<file path="src/rtl/input_conditioner.sv">
// Synchronizes and debounces an external input into a clean level and rising-edge pulse.
// Define INPUT_CONDITIONER_GLITCH_COUNT_EN to add the saturating out_glitches counter.
module input_conditioner #(
  parameter int SYNC_STAGES = 2
) (
  input  logic       in_clock,
  input  logic       in_reset,
  input  logic       in_set,
  input  logic [7:0] in_value,
  output logic       out_ack,
  input  logic       in_raw,
  output logic       out_level,
`ifdef INPUT_CONDITIONER_GLITCH_COUNT_EN
  output logic       out_pulse,
  output logic [7:0] out_glitches
`else
  output logic       out_pulse
`endif
);

  typedef enum logic [1:0] {
    LOW,
    QUAL_HIGH,
    HIGH,
    QUAL_LOW
  } state_t;

  logic [SYNC_STAGES-1:0] sync_q;
  logic                   s;
  logic [7:0]             thr_q;
  logic [7:0]             cnt_q;
  logic [7:0]             cnt_d;
  logic [8:0]             cnt_inc;
  logic                   reached;
  logic                   pulse_d;
  logic                   level_d;
  state_t                 state_q;
  state_t                 state_d;

  assign s = sync_q[SYNC_STAGES-1];

  always_ff @(posedge in_clock or negedge in_reset) begin
    if (!in_reset) begin
      sync_q  <= '0;
      thr_q   <= 8'd4;
      out_ack <= 1'b0;
    end else begin
      sync_q  <= {sync_q[SYNC_STAGES-2:0], in_raw};
      out_ack <= in_set;
      if (in_set)
        thr_q <= (in_value == 8'd0) ? 8'd1 : in_value;
    end
  end

  // 9-bit compare so a lowered threshold below cnt still qualifies
  assign cnt_inc = {1'b0, cnt_q} + 9'd1;
  assign reached = cnt_inc >= {1'b0, thr_q};

  always_comb begin
    state_d = state_q;
    cnt_d   = cnt_q;
    pulse_d = 1'b0;
    unique case (state_q)
      LOW: begin
        if (s) begin
          if (thr_q == 8'd1) begin
            state_d = HIGH;
            pulse_d = 1'b1;
          end else begin
            state_d = QUAL_HIGH;
            cnt_d   = 8'd1;
          end
        end
      end
      QUAL_HIGH: begin
        if (!s) begin
          state_d = LOW;
        end else if (reached) begin
          state_d = HIGH;
          pulse_d = 1'b1;
        end else begin
          cnt_d = cnt_inc[7:0];
        end
      end
      HIGH: begin
        if (!s) begin
          if (thr_q == 8'd1) begin
            state_d = LOW;
          end else begin
            state_d = QUAL_LOW;
            cnt_d   = 8'd1;
          end
        end
      end
      QUAL_LOW: begin
        if (s) begin
          state_d = HIGH;
        end else if (reached) begin
          state_d = LOW;
        end else begin
          cnt_d = cnt_inc[7:0];
        end
      end
    endcase
  end

  assign level_d = (state_d == HIGH) || (state_d == QUAL_LOW);

  always_ff @(posedge in_clock or negedge in_reset) begin
    if (!in_reset) begin
      state_q   <= LOW;
      cnt_q     <= 8'd0;
      out_level <= 1'b0;
      out_pulse <= 1'b0;
    end else begin
      state_q   <= state_d;
      cnt_q     <= cnt_d;
      out_level <= level_d;
      out_pulse <= pulse_d;
    end
  end

`ifdef INPUT_CONDITIONER_GLITCH_COUNT_EN
  logic glitch;

  assign glitch = ((state_q == QUAL_HIGH) && !s) ||
                  ((state_q == QUAL_LOW) && s);

  always_ff @(posedge in_clock or negedge in_reset) begin
    if (!in_reset)
      out_glitches <= 8'd0;
    else if (glitch && (out_glitches != 8'hFF))
      out_glitches <= out_glitches + 8'd1;
  end
`endif

endmodule

</file>
<file path="config.mk">
export PLATFORM = sky130hd
export DESIGN_NAME = input_conditioner
export DESIGN_NICKNAME = d
export VERILOG_FILES = /design/src/rtl/input_conditioner.sv
export SDC_FILE = /design/constraint.sdc
export NUM_CORES = 1
export LEC_CHECK = 0
export CAP_MARGIN = 40
export CORE_ASPECT_RATIO = 0.9
export CORE_UTILIZATION = 57
export DETAILED_ROUTE_END_ITERATION = 12
export PLACE_DENSITY = 0.81
export SETUP_SLACK_MARGIN = 0.5
export SYNTH_ARGS = -nofsm -noshare
export SYNTH_HDL_FRONTEND = slang
export SYNTH_SLANG_ARGS = --single-unit
</file>
<file path="constraint.sdc">
create_clock -name in_clock -period 4.6 [get_ports in_clock]
set_input_delay 0.92 -clock in_clock [delete_from_list [all_inputs] [get_ports in_clock]]
set_output_delay 0.92 -clock in_clock [all_outputs]
set_load 0.03 [all_outputs]
</file>
==> run_results.csv, run 1 <==
group,metric,value,unit
synth,synth.top_cells.by_area,"dfrtp_1, ha_1, a31o_2",
final_layout,multi_input_area,681,um2
final_layout,fillers,147,
final_layout,fin_util,0.751,
worst_setup_path,crit_type,"reg -> reg",
sta,final.min_clock_period,2.93,ns
final_layout,syn_to_final_growth,17.4,%
synth,synth_fp_nets,145,
grt,antenna_found_initial,0,
cts,cts_setup_buffers,0,
detailed_routing,first_pass_iters,6,
sta,hold_viol,0,
worst_setup_path,end_kind,"flip-flop",
synth,postSynthCellCount,124,
final_layout,final_common_cell,"dfrtp_1",
floorplanning,initial_utilization,0.640,
sta,setup_viol_count_final,0,
synth,synth_top_area_cell,"dfrtp_1",
grt,grtUsageTotal,0.234,
cts,clock_path_buffers,2,
detailed_routing,drtIter0Drc,27,
pwr,p_per_area,439,nW/um2
placement,dp_slack,1.70,ns
placement,io_buffers,14,
sta,period_share,0.637,
floorplanning,io_pins,15,
detailed_routing,route.detailed.drc,0,
sta,setup-tns-final,0,ns
synth,ys_seq_area_frac,0.429,
worst_setup_path,crit_fanout,10,
pwr,leakage,0.756,nW
detailed_routing,ant_nets,0,
synth,synth_seq_cells,22,
cts,postCtsHoldBufs,0,
grt,grt_pass1_wl,4080,um
detailed_routing,totalWireLength,2410,um
run_status,status,"finished, final reports clean",
cts,cts_tree,"built",
synth,synthFlopType,"dfrtp_1",
final_layout,drive_gt1_frac,0.199,
synth,synth_top_area_frac,0.409,
final_layout,final_cell_mix,"dfrtp_1, clkdlybuf4s50_1, nand2_1, inv_1, ha_1",
cts,cts_sinks,22,
worst_setup_path,start_kind,"flip-flop",
sta,rsz0062_at_grt,"false",
cts,cts_buffers,3,
sta,holdWs,0.377,ns
cts,htreeDepth,1,
floorplanning,die_y,47.0,um
synth,synth_edf_count,0,
floorplanning,die_width,52.1,um
final_layout,antennaDiodeCount,0,
final_layout,fin_nets,163,
cts,clock_latency,0.32,ns
flow_run,drv_cap,0,
detailed_routing,wl_per_cell,14.5,um
final_layout,seqCellArea,552,um2
floorplanning,core-area,2010,um2
cts,cts_resized,0,
pwr,ir_drop,0.393,mV
sta,layout_setup_ws,1.67,ns
cts,cts.clk_slew.worst_paths,0.13,ns
detailed_routing,viasPerCell,5.72,
detailed_routing,vias,950,
worst_setup_path,required,4.82,ns
grt,grt_max_degree,18,
floorplanning,dieArea,2450,um2
sta,report.final.slew_viol_count,0,
placement,place_hpwl,1930,um
synth,synth-async-reset-ratio,1.00,
synth,synth_area,1280,um2
synth,ys_types,36,
worst_setup_path,cp_data_arrival_time,3.15,ns
worst_setup_path,reg2reg_slack,1.67,ns
sta,tightest_slew,0.528,ns
floorplanning,num_rows,15,
sta,fmax,341,MHz
pwr,total_power,0.000662,W
sta,clock_skew,0.0125,ns
sta,maxSlewHeadroom,0.647,
grt,grt_pass1_vias,945,
synth,yosysWarnings,0,
placement,gp_congestion,0.869,
synth,syn_area_per_cell,10.4,um2
grt,grt.overflow.total,0,
cts,cts_root_buf,"clkbuf_4",
worst_hold_path,min_path_type,"reg -> reg",
logic make-up after synthesis:
logic type      count (synthesis)  synth area share
simple gates                   45             0.197
fa+ha+maj                       9            0.0876
mux                             2            0.0234
buf+inv                        12            0.0409
flops                          22             0.429
compound gates                 30             0.195
xor+xnor                        4            0.0273
cells in the mapped netlist, types with 2 or more instances:
library cell / number
a21o_1: 2
a21oi_1: 6
a31o_2: 6
and2_1: 2
and3_2: 3
dfrtp_1: 21
ha_1: 9
inv_1: 10
mux2_4: 2
nand2_1: 12
nand3_1: 4
nor2_1: 5
nor2b_1: 3
nor3_1: 2
nor4_1: 2
o211a_1: 3
o21ai_0: 8
or2_2: 4
xnor2_1: 2
xor2_1: 2
stage by stage:
step                      instance area (um2)  std cells
after CTS                                1510        166
after floorplan                          1280        124
final                                    1510        166
after global placement                   1440        161
after detailed placement                 1460        162
after global routing                     1510        166
where the power goes:
group / total (W) / switching (W) / leakage, nW / internal, W
Sequential: 0.000257 / 0.0000324 / 0.273 / 0.000224
Combinational: 0.000256 / 0.000138 / 0.455 / 0.000119
Clock: 0.000149 / 0.0000610 / 0.0279 / 0.0000881
metal layers:
| layer | up-vias | GRT usage | part of all wire |
|---|---|---|---|
| li1 | 477 | - | - |
| met5 | - | 0 | 0 |
| met2 | 10 | 0.403 | 0.48 |
| met1 | 461 | 0.298 | 0.49 |
| met4 | 0 | 0.0432 | 0.0058 |
| met3 | 2 | 0.0680 | 0.028 |
worst paths after layout:
path | startpoint | endpoint | cells past startpoint
max in group asynchronous | in_reset | thr_q[2] | 2
min | sync_q[0] | sync_q[1] | 0
max reg2reg | cnt_q[0] | cnt_q[5] | 10
min in group asynchronous | in_reset | out_pulse | 1
max | cnt_q[0] | cnt_q[5] | 10
min reg2reg | sync_q[0] | sync_q[1] | 0
worst max-delay path, stage by stage (launching register included):
cell      delay, ns
dfrtp_1        0.45
ha_1           0.21
nand3_1        0.13
and2_1         0.20
or2_2          0.30
ha_1           0.34
a21o_1         0.19
a221oi_2       0.25
o31a_2         0.33
nand2_4        0.12
mux2_4         0.31
flip-flops by register name, indices dropped and copies added, names as in the netlist, named ones only:
signal and count:
cnt_q 8, thr_q 8, sync_q 2, out_ack 1, out_pulse 1, state_q 1
cell type report:
type / instances / share of cell area
multi-input cells: 90 / 0.451
clock inverters: 1 / 0.0199
repair buffers: 15 / 0.103
inverters: 10 / 0.0249
clock buffers: 3 / 0.0149
well taps: 25 / 0.0207
flip-flops and latches: 22 / 0.366
Note: power is estimated with default switching activity, not from simulation.
==> run 2: changes to the inputs <==
CORE_UTILIZATION = 49   (was 57)
PLACE_DENSITY = 0.74   (was 0.81)
clock period = 2.65 ns   (was 4.6 ns; I/O delays follow)
==> run_results.csv, run 2 (synthesis gave the netlist of run 1 again) <==
group,metric,value,unit
final_layout,syn_to_final_growth,26.7,%
worst_setup_path,required,2.85,ns
floorplanning,die_width,56.0,um
detailed_routing,viasPerCell,5.58,
worst_setup_path,crit_type,"reg -> reg",
cts,cts_buffers,3,
sta,report.final.slew_viol_count,0,
cts,cts_tree,"built",
placement,gp_congestion,0.829,
worst_hold_path,hold_path_end,"sync_q[1]",
grt,grt.overflow.total,0,
pwr,total_power,0.00118,W
flow_run,drv_cap,0,
floorplanning,io_pins,15,
grt,grtUsageMet3,0.0696,
detailed_routing,wl_per_cell,14.3,um
final_layout,final_cell_mix,"dfrtp_1, clkdlybuf4s50_1, nand2_1, inv_1, buf_4",
floorplanning,core-area,2470,um2
detailed_routing,drtIter0Drc,30,
detailed_routing,route.detailed.drc,0,
cts,cts_sinks,22,
sta,period_share,0.956,
worst_setup_path,cp_num_buf_inv,0,
sta,clock_skew,0.00617,ns
grt,use_met1,0.254,
cts,postCtsHoldBufs,0,
worst_setup_path,slowest_stage,"dfrtp_1",
final_layout,layout.cells.non_filler,178,
worst_setup_path,crit_fanout,8,
final_layout,fin_util,0.660,
worst_setup_path,cp_cell_sequence,"ha_4, nand3_4, and2_4, or2_4, ha_4, a21o_1, a221oi_2, o31a_2, nand2_4, mux2_4",
placement,io_buffers,14,
cts,cts_root_buf,"clkbuf_4",
sta,holdWs,0.361,ns
cts,clock_path_buffers,2,
sta,maxSlewHeadroom,0.688,
worst_setup_path,rr_startpoint,"cnt_q[1]",
placement,dp_cells,167,
worst_setup_path,cp_data_arrival_time,2.73,ns
worst_setup_path,cpMostUsedCell,"ha_4",
placement,dp_slack,0.0279,ns
detailed_routing,vias,994,
detailed_routing,totalWireLength,2540,um
grt,grtUsageTotal,0.192,
worst_setup_path,end_kind,"flip-flop",
cts,clock_latency,0.31,ns
sta,final.min_clock_period,2.53,ns
pwr,ir_drop,0.613,mV
final_layout,top_regs,"cnt_q: 8 flops, thr_q: 8 flops, sync_q: 2 flops",
detailed_routing,first_pass_iters,4,
worst_hold_path,min-delay-start,"sync_q[0]",
sta,fmax,395,MHz
final_layout,fin_nets,172,
cts,htreeDepth,1,
grt,grt_use_met2,0.300,
final_layout,final_common_cell,"dfrtp_1",
final_layout,antennaDiodeCount,0,
floorplanning,die_y,50.6,um
worst_hold_path,min_path_cells,0,
floorplanning,num_rows,17,
sta,rsz0062_at_grt,"true",
floorplanning,initial_utilization,0.521,
worst_setup_path,reg2reg_depth,10,
run_status,status,"finished, final reports clean",
grt,grt_pass1_vias,950,
worst_setup_path,start_kind,"flip-flop",
grt,grt_max_degree,23,
pwr,p_per_area,724,nW/um2
sta,hold_viol,0,
sta,setup_viol_count_final,0,
placement,place_hpwl,1880,um
worst_setup_path,slowest_delay,0.45,ns
worst_setup_path,reg2reg_slack,0.12,ns
grt,antenna_found_initial,0,
grt,grt_pass1_wl,4170,um
detailed_routing,ant_nets,0,
cts,cts.clk_slew.worst_paths,0.12,ns
final_layout,drive_gt1_frac,0.327,
floorplanning,dieArea,2830,um2
worst_setup_path,critPathTopFamily,"compound AO/OA/AOI/OAI gates",
worst_setup_path,rr_endpoint,"cnt_q[5]",
sta,layout_setup_ws,0.117,ns
grt,grt-busiest-layer,"met2",
sta,tightest_slew,0.467,ns
pwr,leakage,0.797,nW
worst_hold_path,min_path_type,"reg -> reg",
-- run 2: per-stage QoR --
step           setup TNS [ns]  cell area, um2
3_5_place_dp                0            1490
5_1_grt               -0.0255            1630
6_report                    0            1630
2_1_floorplan               0            1310
4_1_cts                     0            1570
3_3_place_gp                0            1490
-- run 2: timing repair --
| action | in CTS | in global routing |
|---|---|---|
| setup endpoints to repair | 11 | 11 |
| setup buffers | 4 | 3 |
| pin swaps | 9 | 9 |
| endpoints found under the hold margin | 0 | 0 |
| gates resized for setup | 2 | 8 |
| gates cloned | 0 | 0 |
-- run 2: how the worst max path moves through the flow --
stage,to,from,slack (ns),cells after the start
floorplan,flip-flop,cnt_q[0],0.16,11
global placement,cnt_q[5],cnt_q[0],0.05,10
detailed placement,cnt_q[5],cnt_q[0],0.03,10
CTS,cnt_q[5],cnt_q[0],0.05,10
global route,cnt_q[5],cnt_q[1],-0.03,10
finish,cnt_q[5],cnt_q[1],0.12,10
-- run 2: where the power goes --
| group | switching [W] | total, W | internal [W] | leakage [nW] |
|---|---|---|---|---|
| clock | 0.000102 | 0.000186 | 0.0000839 | 0.0210 |
| sequential | 0.0000607 | 0.000452 | 0.000391 | 0.271 |
| combinational | 0.000276 | 0.000541 | 0.000265 | 0.504 |
| total | 0.000439 | 0.00118 | 0.000740 | 0.797 |
-- run 2: per-layer routing --
layer  vias up  share of wire
li1        494              -
met1       479           0.49
met2        19           0.45
met3         2          0.054
met4         0         0.0051
met5         -              0
-- run 2: final cells by class --
class                           instances  area, um2
Timing Repair Buffer                   24        215
Tap cell                               28       35.0
Sequential cell                        22        554
Fill cell                             201        840
Inverter                               10       37.5
Clock buffer                            4       36.3
Multi-Input combinational cell         90        749
==> run 3: changes to the inputs <==
CORE_ASPECT_RATIO = 0.5   (was 0.9)
==> run_results.csv, run 3 (synthesis gave the netlist of run 1 again) <==
group,metric,value,unit
sta,setup_viol_count_final,0,
final_layout,drive_gt1_frac,0.333,
grt,grt_pass1_vias,932,
grt,grt.overflow.total,0,
cts,clock_path_buffers,2,
cts,htreeDepth,1,
worst_hold_path,hold_path_end,"sync_q[1]",
worst_setup_path,critPathTopFamily,"simple AND/OR/NAND/NOR gates",
placement,place_hpwl,2000,um
pwr,ir_drop,0.461,mV
floorplanning,num_rows,12,
final_layout,fin_nets,172,
sta,report.final.slew_viol_count,0,
pwr,switchingPower,0.000471,W
cts,cts_root_buf,"clkbuf_8",
detailed_routing,totalWireLength,3020,um
floorplanning,dieArea,2840,um2
pwr,pwr-share-seq,0.341,
floorplanning,initial_utilization,0.549,
worst_setup_path,reg2reg_depth,9,
grt,grt_pass1_wl,4290,um
worst_setup_path,end_kind,"flip-flop",
worst_setup_path,slowest_delay,0.42,ns
placement,dp_cells,174,
sta,maxSlewHeadroom,0.505,
detailed_routing,first_pass_iters,4,
worst_setup_path,cp_cell_sequence,"nand3_1, nor3_2, xnor2_1, ha_1, and3_4, a221oi_2, o31a_2, nand2_4, mux2_4",
grt,antenna_found_initial,0,
pwr,p_per_area,792,nW/um2
detailed_routing,viasPerCell,5.59,
pwr,leakage,0.814,nW
grt,grt_use_met2,0.351,
worst_setup_path,slowest_stage,"dfrtp_2",
worst_setup_path,cp_data_arrival_time,2.77,ns
worst_hold_path,min_path_cells,0,
cts,cts_buffers,3,
floorplanning,die_width,74.4,um
grt,grtUsageMet3,0.0632,
worst_setup_path,start_kind,"flip-flop",
final_layout,syn_to_final_growth,32.3,%
worst_hold_path,min_path_type,"reg -> reg",
worst_hold_path,min-delay-start,"sync_q[0]",
run_status,status,"finished, final reports clean",
worst_setup_path,path_depth,9,
detailed_routing,drtIter0Drc,68,
floorplanning,core-area,2340,um2
sta,tightest_slew,0.741,ns
placement,io_buffers,14,
final_layout,final_common_cell,"dfrtp_1",
cts,clock_latency,0.26,ns
flow_run,drv_cap,0,
sta,clock_skew,0.00574,ns
cts,postCtsHoldBufs,0,
worst_setup_path,rr_startpoint,"cnt_q[4]",
pwr,p_clk_frac,0.225,
pwr,p_sw_frac,0.350,
worst_setup_path,cp_num_buf_inv,0,
grt,grt_max_degree,18,
detailed_routing,vias,1034,
pwr,pwr-share-comb,0.433,
placement,gp_congestion,0.725,
worst_setup_path,crit_fanout,8,
grt,grt-busiest-layer,"met2",
worst_setup_path,crit_type,"reg -> reg",
cts,cts_sinks,22,
final_layout,antennaDiodeCount,0,
grt,use_met1,0.288,
worst_setup_path,required,2.79,ns
sta,period_share,0.993,
sta,layout_setup_ws,0.0177,ns
cts,cts_tree,"built",
floorplanning,io_pins,15,
detailed_routing,ant_nets,0,
pwr,total_power,0.00135,W
detailed_routing,wl_per_cell,16.3,um
grt,grtUsageTotal,0.215,
final_layout,final_cell_mix,"dfrtp_1, clkdlybuf4s50_1, nand2_1, inv_1, buf_4",
sta,fmax,380,MHz
placement,dp_slack,0.0351,ns
sta,rsz0062_at_grt,"true",
worst_setup_path,reg2reg_slack,0.02,ns
worst_setup_path,rr_endpoint,"cnt_q[5]",
detailed_routing,route.detailed.drc,0,
cts,cts.clk_slew.worst_paths,0.08,ns
final_layout,layout.cells.non_filler,185,
pwr,p_int,0.000876,W
floorplanning,die_y,38.2,um
sta,final.min_clock_period,2.63,ns
sta,hold_viol,0,
final_layout,top_regs,"cnt_q: 8 flops, thr_q: 8 flops, sync_q: 2 flops",
-- run 3: worst max path at each step --
stage | start | end | slack, ns
floorplan | cnt_q[0] | flip-flop | 0.16
global placement | cnt_q[0] | cnt_q[5] | 0.08
detailed placement | cnt_q[2] | flip-flop | 0.04
CTS | cnt_q[0] | cnt_q[5] | 0.09
global route | cnt_q[1] | flip-flop | -0.08
finish | cnt_q[4] | cnt_q[5] | 0.02
-- run 3: area by class of cell --
class                           count  area [um2]
Sequential cell                    22         557
Multi-Input combinational cell     90         768
Inverter                           10        37.5
Clock inverter                      1        30.0
Timing Repair Buffer               24         223
Clock buffer                        3        41.3
Tap cell                           35        43.8
Fill cell                         168         642
-- run 3: stage by stage --
stage | instance area [um2] | util | hold slack [ns] | setup TNS, ns
2_1_floorplan | 1310 | - | 0.234 | 0
3_3_place_gp | 1500 | 0.641 | 0.332 | 0
3_5_place_dp | 1500 | 0.641 | 0.349 | 0
4_1_cts | 1640 | 0.698 | 0.368 | 0
5_1_grt | 1700 | 0.726 | 0.381 | -0.205
6_report | 1700 | 0.726 | 0.371 | 0
-- run 3: power by group through the flow --
stage / clock network (W) / registers (W) / logic (W)
2_1_floorplan: 0 / 0.000464 / 0.000317
3_3_place_gp: 0 / 0.000447 / 0.000458
3_5_place_dp: 0 / 0.000451 / 0.000473
4_1_cts: 0.000310 / 0.000449 / 0.000516
5_1_grt: 0.000321 / 0.000464 / 0.000632
6_report: 0.000304 / 0.000460 / 0.000584
-- run 3: per-layer routing --
| metal | vias up | routed length [um] |
|---|---|---|
| met5 | - | 0 |
| met1 | 501 | 1410 |
| met4 | 0 | 28 |
| li1 | 496 | - |
| met2 | 33 | 1370 |
| met3 | 4 | 209 |
-- run 3: repair_timing --
item / in CTS / in global routing
endpoints found under the setup margin: 11 / 11
pin swaps: 4 / 8
buffers inserted: 4 / 3
gates resized for setup: 5 / 11
